<file path="src/rtl/ofdm_pkg.sv">
// rtl/ofdm_pkg.sv - bin classes, pilot values and frame geometry helpers for the subcarrier framer
package ofdm_pkg;

  typedef enum logic [1:0] {
    BIN_NULL  = 2'd0,
    BIN_PILOT = 2'd1,
    BIN_DATA  = 2'd2
  } bin_class_e;

  typedef enum logic [1:0] {
    ST_FILL  = 2'd0,
    ST_PAD   = 2'd1,
    ST_DRAIN = 2'd2
  } framer_state_e;

  localparam logic [7:0] PILOT_POS = 8'h11;
  localparam logic [7:0] PILOT_NEG = 8'hFF;

  // DC and the guard band straddling Nyquist win over the pilot lattice
  function automatic bin_class_e bin_class(input int k, input int n_sub, input int ng_half,
                                           input int pilot_stride, input int pilot_offset);
    bin_class_e cls;
    if (k == 0 || (k >= n_sub / 2 - ng_half && k < n_sub / 2 + ng_half)) begin
      cls = BIN_NULL;
    end else if (k % pilot_stride == pilot_offset) begin
      cls = BIN_PILOT;
    end else begin
      cls = BIN_DATA;
    end
    return cls;
  endfunction

  function automatic int n_data(input int n_sub, input int ng_half,
                                input int pilot_stride, input int pilot_offset);
    int cnt;
    cnt = 0;
    for (int k = 0; k < n_sub; k++) begin
      if (bin_class(k, n_sub, ng_half, pilot_stride, pilot_offset) == BIN_DATA) begin
        cnt++;
      end
    end
    return cnt;
  endfunction

endpackage

</file>
<file path="src/rtl/ofdm_subcarrier_framer_if.sv">
// rtl/ofdm_subcarrier_framer_if.sv - symbol-in and bin-out handshake bundle of the framer
interface ofdm_subcarrier_framer_if;

  logic [7:0] sym_in;
  logic       sym_valid;
  logic       sym_ready;
  logic       flush;
  logic [7:0] out_data;
  logic       out_valid;
  logic       out_ready;
  logic       out_first;
  logic       out_last;

  modport master (
    output sym_in, sym_valid, flush, out_ready,
    input  sym_ready, out_data, out_valid, out_first, out_last
  );

  modport slave (
    input  sym_in, sym_valid, flush, out_ready,
    output sym_ready, out_data, out_valid, out_first, out_last
  );

endinterface

</file>
<file path="src/rtl/ofdm_bin_classifier.sv">
// rtl/ofdm_bin_classifier.sv - combinational bin index to bin class decode
module ofdm_bin_classifier
  import ofdm_pkg::*;
#(
  parameter int N_SUB        = 16,
  parameter int NG_HALF      = 2,
  parameter int PILOT_STRIDE = 4,
  parameter int PILOT_OFFSET = 2,
  localparam int BIN_W       = $clog2(N_SUB)
) (
  input  logic [BIN_W-1:0] bin_idx,
  output bin_class_e       bin_cls
);

  assign bin_cls = bin_class(int'(bin_idx), N_SUB, NG_HALF, PILOT_STRIDE, PILOT_OFFSET);

endmodule

</file>
<file path="src/rtl/ofdm_subcarrier_framer.sv">
// rtl/ofdm_subcarrier_framer.sv - gathers mapped symbols and streams one IFFT frame with pilots and nulls
module ofdm_subcarrier_framer
  import ofdm_pkg::*;
#(
  parameter int N_SUB        = 16,
  parameter int NG_HALF      = 2,
  parameter int PILOT_STRIDE = 4,
  parameter int PILOT_OFFSET = 2
) (
  input  logic                     clk,
  input  logic                     rst_n,
  ofdm_subcarrier_framer_if.slave  sif,
  output logic [7:0]               frame_count,
  output logic                     busy
);

  localparam int N_DATA = n_data(N_SUB, NG_HALF, PILOT_STRIDE, PILOT_OFFSET);
  localparam int BIN_W  = $clog2(N_SUB);
  localparam int CNT_W  = $clog2(N_DATA + 1);
  localparam logic [CNT_W-1:0] LAST_WR  = CNT_W'(N_DATA - 1);
  localparam logic [BIN_W-1:0] LAST_BIN = BIN_W'(N_SUB - 1);

  generate
    if (N_DATA < 1) begin : g_bad_geometry
      $error("ofdm_subcarrier_framer: subcarrier geometry leaves no data bins");
    end
  endgenerate

  framer_state_e    state_q, state_d;
  logic [7:0]       sym_buf_q [N_DATA];
  logic [CNT_W-1:0] wr_cnt_q, rd_cnt_q, rd_next, ld_rd;
  logic [BIN_W-1:0] bin_cnt_q, ld_bin;
  logic             pilot_pol_q, cur_data_q;
  logic [7:0]       out_data_q, rd_word, ld_word, wr_data;
  logic             out_valid_q, out_first_q, out_last_q;
  logic [7:0]       frame_count_q;
  logic             accept, fill_done, pad_done, beat, frame_end;
  logic             load_first, load_next, wr_en;
  bin_class_e       ld_cls;

  always_comb begin
    accept     = (state_q == ST_FILL) && sif.sym_valid;
    fill_done  = accept && (wr_cnt_q == LAST_WR);
    pad_done   = (state_q == ST_PAD) && (wr_cnt_q == LAST_WR);
    beat       = (state_q == ST_DRAIN) && out_valid_q && sif.out_ready;
    frame_end  = beat && (bin_cnt_q == LAST_BIN);
    load_first = fill_done || pad_done;
    load_next  = beat && !frame_end;
    wr_en      = accept || (state_q == ST_PAD);
    wr_data    = accept ? sif.sym_in : 8'h00;

    state_d = state_q;
    case (state_q)
      ST_FILL: begin
        // a symbol taken alongside flush is stored first; completing the frame skips padding
        if (fill_done) begin
          state_d = ST_DRAIN;
        end else if (sif.flush && (accept || wr_cnt_q != '0)) begin
          state_d = ST_PAD;
        end
      end
      ST_PAD: begin
        if (pad_done) state_d = ST_DRAIN;
      end
      ST_DRAIN: begin
        if (frame_end) state_d = ST_FILL;
      end
      default: state_d = ST_FILL;
    endcase
  end

  always_ff @(posedge clk or negedge rst_n) begin
    if (!rst_n) begin
      state_q <= ST_FILL;
    end else begin
      state_q <= state_d;
    end
  end

  // the output register always holds the bin being offered; the next bin is prepared on each beat
  assign rd_next = rd_cnt_q + CNT_W'(cur_data_q);
  assign ld_bin  = load_first ? '0 : bin_cnt_q + 1'b1;
  assign ld_rd   = load_first ? '0 : rd_next;

  ofdm_bin_classifier #(
    .N_SUB        (N_SUB),
    .NG_HALF      (NG_HALF),
    .PILOT_STRIDE (PILOT_STRIDE),
    .PILOT_OFFSET (PILOT_OFFSET)
  ) u_classifier (
    .bin_idx (ld_bin),
    .bin_cls (ld_cls)
  );

  always_comb begin
    rd_word = 8'h00;
    for (int i = 0; i < N_DATA; i++) begin
      if (ld_rd == CNT_W'(i)) rd_word = sym_buf_q[i];
    end
    case (ld_cls)
      BIN_PILOT: ld_word = pilot_pol_q ? PILOT_NEG : PILOT_POS;
      BIN_DATA:  ld_word = rd_word;
      default:   ld_word = 8'h00;
    endcase
  end

  always_ff @(posedge clk or negedge rst_n) begin
    if (!rst_n) begin
      for (int i = 0; i < N_DATA; i++) sym_buf_q[i] <= 8'h00;
    end else if (wr_en) begin
      for (int i = 0; i < N_DATA; i++) begin
        if (wr_cnt_q == CNT_W'(i)) sym_buf_q[i] <= wr_data;
      end
    end
  end

  always_ff @(posedge clk or negedge rst_n) begin
    if (!rst_n) begin
      wr_cnt_q      <= '0;
      rd_cnt_q      <= '0;
      bin_cnt_q     <= '0;
      pilot_pol_q   <= 1'b0;
      cur_data_q    <= 1'b0;
      out_data_q    <= 8'h00;
      out_valid_q   <= 1'b0;
      out_first_q   <= 1'b0;
      out_last_q    <= 1'b0;
      frame_count_q <= 8'h00;
    end else begin
      if (load_first) begin
        wr_cnt_q <= '0;
      end else if (wr_en) begin
        wr_cnt_q <= wr_cnt_q + 1'b1;
      end

      if (load_first || load_next) begin
        bin_cnt_q   <= ld_bin;
        rd_cnt_q    <= ld_rd;
        cur_data_q  <= (ld_cls == BIN_DATA);
        out_data_q  <= ld_word;
        out_valid_q <= 1'b1;
        out_first_q <= load_first;
        out_last_q  <= (ld_bin == LAST_BIN);
      end else if (frame_end) begin
        bin_cnt_q     <= '0;
        rd_cnt_q      <= '0;
        cur_data_q    <= 1'b0;
        out_data_q    <= 8'h00;
        out_valid_q   <= 1'b0;
        out_first_q   <= 1'b0;
        out_last_q    <= 1'b0;
        frame_count_q <= frame_count_q + 8'd1;
        pilot_pol_q   <= ~pilot_pol_q;
      end
    end
  end

  assign sif.sym_ready = (state_q == ST_FILL);
  assign sif.out_data  = out_data_q;
  assign sif.out_valid = out_valid_q;
  assign sif.out_first = out_first_q;
  assign sif.out_last  = out_last_q;
  assign frame_count   = frame_count_q;
  assign busy          = (state_q == ST_DRAIN) || ((state_q == ST_FILL) && (wr_cnt_q != '0));

endmodule

</file>
<file path="src/flat_wrapper.sv">
// flat-port wrapper written by rule: the top's interface ports become plain ports
module ofdm_subcarrier_framer_flat import ofdm_pkg::*;
#(
  parameter int N_SUB        = 16,
  parameter int NG_HALF      = 2,
  parameter int PILOT_STRIDE = 4,
  parameter int PILOT_OFFSET = 2
)
  (clk, rst_n, frame_count, busy, sif_sym_in, sif_sym_valid, sif_flush, sif_out_ready, sif_sym_ready, sif_out_data, sif_out_valid, sif_out_first, sif_out_last);
  ofdm_subcarrier_framer_if sif_i ();
  input  logic clk;
  input  logic rst_n;
  output logic [7:0] frame_count;
  output logic busy;
  input wire logic [$bits(sif_i.sym_in)-1:0] sif_sym_in;
  input wire logic [$bits(sif_i.sym_valid)-1:0] sif_sym_valid;
  input wire logic [$bits(sif_i.flush)-1:0] sif_flush;
  input wire logic [$bits(sif_i.out_ready)-1:0] sif_out_ready;
  output wire logic [$bits(sif_i.sym_ready)-1:0] sif_sym_ready;
  output wire logic [$bits(sif_i.out_data)-1:0] sif_out_data;
  output wire logic [$bits(sif_i.out_valid)-1:0] sif_out_valid;
  output wire logic [$bits(sif_i.out_first)-1:0] sif_out_first;
  output wire logic [$bits(sif_i.out_last)-1:0] sif_out_last;
  assign sif_i.sym_in = sif_sym_in;
  assign sif_i.sym_valid = sif_sym_valid;
  assign sif_i.flush = sif_flush;
  assign sif_i.out_ready = sif_out_ready;
  assign sif_sym_ready = sif_i.sym_ready;
  assign sif_out_data = sif_i.out_data;
  assign sif_out_valid = sif_i.out_valid;
  assign sif_out_first = sif_i.out_first;
  assign sif_out_last = sif_i.out_last;
  ofdm_subcarrier_framer #(.N_SUB(N_SUB), .NG_HALF(NG_HALF), .PILOT_STRIDE(PILOT_STRIDE), .PILOT_OFFSET(PILOT_OFFSET)) u_core (.clk(clk), .rst_n(rst_n), .sif(sif_i), .frame_count(frame_count), .busy(busy));
endmodule
</file>
<file path="config.mk">
export PLATFORM = sky130hd
export DESIGN_NAME = ofdm_subcarrier_framer_flat
export DESIGN_NICKNAME = d
export VERILOG_FILES = /design/src/rtl/ofdm_pkg.sv /design/src/rtl/ofdm_subcarrier_framer_if.sv /design/src/rtl/ofdm_bin_classifier.sv /design/src/rtl/ofdm_subcarrier_framer.sv /design/src/flat_wrapper.sv
export SDC_FILE = /design/constraint.sdc
export NUM_CORES = 1
export LEC_CHECK = 0
export BUFFER_PORTS_ARGS = -buffer_cell sky130_fd_sc_hd__buf_2
export CAP_MARGIN = 20
export CORE_MARGIN = 2
export CORE_UTILIZATION = 57
export CTS_BUF_LIST = sky130_fd_sc_hd__clkbuf_8
export DETAILED_ROUTE_END_ITERATION = 16
export PLACE_DENSITY = 0.76
export SLEW_MARGIN = 25
export SYNTH_ARGS = -nofsm -noshare
export SYNTH_HDL_FRONTEND = slang
export SYNTH_SLANG_ARGS = --single-unit
</file>
<file path="constraint.sdc">
create_clock -name clk -period 2.6 [get_ports clk]
set_input_delay 0.26 -clock clk [delete_from_list [all_inputs] [get_ports clk]]
set_output_delay 0.26 -clock clk [all_outputs]
set_load 0.05 [all_outputs]
</file>
==> metrics.md <==
| Metric | Value |
|---|---|
| Starting DRC count in detailed routing | approximately 250 |
| Setup violators final | 0 |
| Vias per cell | 5.98 |
| Synth Area per Inst | approximately 9.5 µm² |
| Root Buffer | clkbuf_8 |
| Syn_nets | ~520 |
| Drt pass-1 iters | 7 |
| Synth Warn # | 0 |
| Power Density | 975 nW/µm² |
| RePlAce Congestion | slightly above 0.9 |
| CP Launch Point | u_core.rd_cnt_q[0]$_DFFE_PN0P_ |
| Total grt overflow | 0 |
| H-tree depth | 3 |
| Max-Cap Viols | 0 |
| Post-synth EDFFs | 0 |
| Global-route wire length before repair | roughly 18,000 µm |
| Starting Density | between 50 and 60% |
| DRC viols | 0 |
| Core box area | about 8200 µm² |
| Arr. time, crit path | ~2.7 ns |
| Worst setup path endpoint | u_core.sif.out_data[0]$_DFFE_PN0P_ |
| Area leader, netlist | dfrtp_1 |
| Cells after Synth | ~500 |
| Share of the synthesized area in the top cell type | around 52% |
| Hold Path Class | input pin to flip-flop |
| FP Rows | 33 |
| Die width | 95.7 µm |
| Final Critical Period | approximately 2.5 ns |
| Clock sink total | 99 |
| Layout cells sized above 1 | 15.8% |
| Post-DP HPWL | approximately 8300 µm |
| Final period utilization | between 90% and 100% |
| Clock Skew | around 0.016 ns |
| Synth Area in XOR/XNOR | between 3 and 4% |
| CTS tree | yes |
| Reg2reg setup slack | between 0.1 and 0.15 ns |
| Clock slew at reported path FFs | between 0.1 and 0.15 ns |
| Total die area | between 9000 and 10,000 µm² |
| Longest Clk Path Bufs | 2 |
| FMAX | ~0.40 GHz |
| Synth area leaders | dfrtp_1, o21ai_0, nand2_1, a21oi_1, ha_1 |
| Main synth FF type | dfrtp_1 |
| Global router's overall resource usage | between 20% and 30% |
| Clock buffer count from CTS | 9 |
| Relative slew margins | between 50% and 60% |
| Worst EP required | 2.85 ns |
| Share of synthesized registers carrying an async set or reset | between 90% and 100% |
| Adder-Cell Fraction of Synth Area | under 10% |
| Clock Latency Late Sink | 0.38 ns |
| Largest family of logic cells by synthesized area | compound AO/OA/AOI/OAI gates |
| FF-to-FF path depth | 8 |
| Synth-to-Final Area Change | 10.4% |
| Final hold vios | 0 |
| Post-DP Area | between 5000 and 6000 µm² |
| VDD IR max | 1.03 mV |
| RSZ-0062 raised after global routing | no |
| Drt total wl | around 11,000 µm |
| Number of routed nets with antenna violations | 0 |
| NumNets Final | 555 |
| Largest net degree at the start of global routing | just over 60 |
| Vias | 3,852 |
| Ant. Diodes | 0 |
| Register area share after synthesis | roughly half |
| Post-synthesis compound-gate area fraction | approximately a fifth |
| Final Instance Area | 5290 µm² |
| Setup TNS | 0 ns |
| Drt wl/cell | 17.8 µm |
| Chip Height | ~96 µm |
| Synth Area in Simple Gates | between 10% and 20% |
| Port Buf Inserts | 33 |
| Layout fillers | approximately 660 |
| R2R Path Start | u_core.rd_cnt_q[0]$_DFFE_PN0P_ |
| I/O pins | 34 |
| Multiplexer share of the synthesized area | between 1 and 1.5% |
| Mapped cell area | about 4800 µm² |
| CP endpoint kind | flip-flop |
| R2R Path End | u_core.sif.out_data[0]$_DFFE_PN0P_ |
| Slew @ Worst Pin | 0.666 ns |
| CP max FO | 5 |
| Worst setup path category | flip-flop to flip-flop |
| Vias in the first global route | between 3,000 and 4,000 |
| Status | completed |
| Post-synth cell types | a little over 60 |
| Slew Limit Fails | 0 |
| Yosys reg bits | 99 |
| CP startpoint kind | flip-flop |
| Lkg Pwr | 2.44 nW |
| Initial antenna violation count | 0 |
-- cell usage after synthesis, types with 7 or more instances --
library cell	instances
dfrtp_1	99
nand2_1	106
ha_1	8
buf_2	7
a21oi_1	30
nand3_1	13
nor2_1	22
xnor2_1	9
o21ai_0	81
clkbuf_1	14
-- how the worst min path moves through the flow --
stage	end	cells after the start	slack (ns)	from
final	u_core.state_q[0]$_DFFE_PN0P_	3	0.16	sif_flush
after global routing	u_core.state_q[0]$_DFFE_PN0P_	3	0.17	sif_flush
after CTS	u_core.state_q[0]$_DFFE_PN0P_	3	0.16	sif_flush
after detailed placement	u_core.bin_cnt_q[2]$_DFFE_PN0P_	1	0.27	rst_n
after global placement	u_core.bin_cnt_q[2]$_DFFE_PN0P_	1	0.26	rst_n
after floorplan	u_core.bin_cnt_q[0]$_DFFE_PN0P_	0	-0.04	rst_n
-- cells in the final DEF (no fill, tap or decap), types with 3 or more instances in the layout --
master / count
buf_4: 12
dfrtp_1: 99
o22ai_1: 4
nor3_1: 6
a211oi_1: 3
clkinv_4: 3
nor2_2: 4
ha_1: 6
o21bai_1: 5
a21oi_1: 30
nand2_1: 106
a31oi_1: 3
nand4_1: 6
clkbuf_8: 9
buf_2: 32
inv_1: 4
o21ai_1: 3
and3_1: 4
and4_1: 4
o21ai_0: 81
nand3_1: 13
xor2_1: 4
nor2_1: 22
a22oi_1: 6
a221o_1: 6
a211o_1: 3
xnor2_1: 8
mux2_2: 3
-- cells by family after synthesis --
| family | after synthesis |
|---|---|
| flip-flops | 99 |
| multiplexers | 5 |
| buffers and inverters | 30 |
| AND/OR/NAND/NOR | 186 |
| adder cells (fa/ha/maj) | 8 |
| XOR/XNOR | 15 |
| AO/OA/AOI/OAI | 160 |
-- final cells by class --
| type | instances | area, µm² | area share [%] |
|---|---|---|---|
| Tap cell | 105 | 131 | 2.48 |
| Inverter | 4 | 15.0 | 0.284 |
| Clock buffer | 9 | 124 | 2.34 |
| Clock inverter | 7 | 71.3 | 1.35 |
| Multi-Input combinational cell | 374 | 2190 | 41.4 |
| Sequential cell | 99 | 2480 | 46.8 |
| Timing Repair Buffer | 46 | 280 | 5.30 |
-- where the power goes --
group / switching, W / leakage (nW) / internal (W)
Clock: 0.000592 / 0.0991 / 0.000375
Combinational: 0.00121 / 0.993 / 0.000599
Sequential: 0.000375 / 1.34 / 0.00201
Total: 0.00217 / 2.44 / 0.00299
-- critical path: stages (launching register included) --
cell      delay, ns
dfrtp_1        0.41
ha_1           0.24
ha_2           0.27
nand2b_1       0.17
o32a_1         0.41
or2_4          0.29
o311ai_4       0.24
a211oi_2       0.06
a211o_1        0.28
-- timing repair --
item / in CTS / in global routing
endpoints found under the setup margin: 0 / 8
hold buffers: 1 / 0
hold endpoints to repair: 39 / 0
resized for setup: 0 / 4
buffers inserted: 0 / 0
-- per-layer routing --
metal	track usage, %	up-vias	share of wire, %
met5	0	-	0
met1	37.2	1851	45
li1	-	1843	-
met2	42.6	145	47
met4	6.43	0	1.0
met3	5.17	13	6.9
-- state kept, by name (all words and copies together) (netlist names), 2 cells and up --
register / count
u_core.sym_buf_q: 64
u_core.wr_cnt_q: 4
u_core.rd_cnt_q: 4
u_core.frame_count: 8
u_core.state_q: 2
u_core.sif.out_data: 8
u_core.bin_cnt_q: 4
-- metrics by stage --
stage	worst slack (ns)	utilization, %	total power, W	instances	hold slack [ns]
floorplan	0.292	-	0.00365	503	-0.0356
global placement	0.177	61.9	0.00412	627	0.255
detailed placement	0.0920	61.9	0.00419	627	0.272
CTS	0.0728	64.4	0.00515	644	0.156
global route	0.0169	64.7	0.00548	644	0.174
finish	0.117	64.7	0.00516	644	0.164
Note: power is estimated with default switching activity, not from simulation.
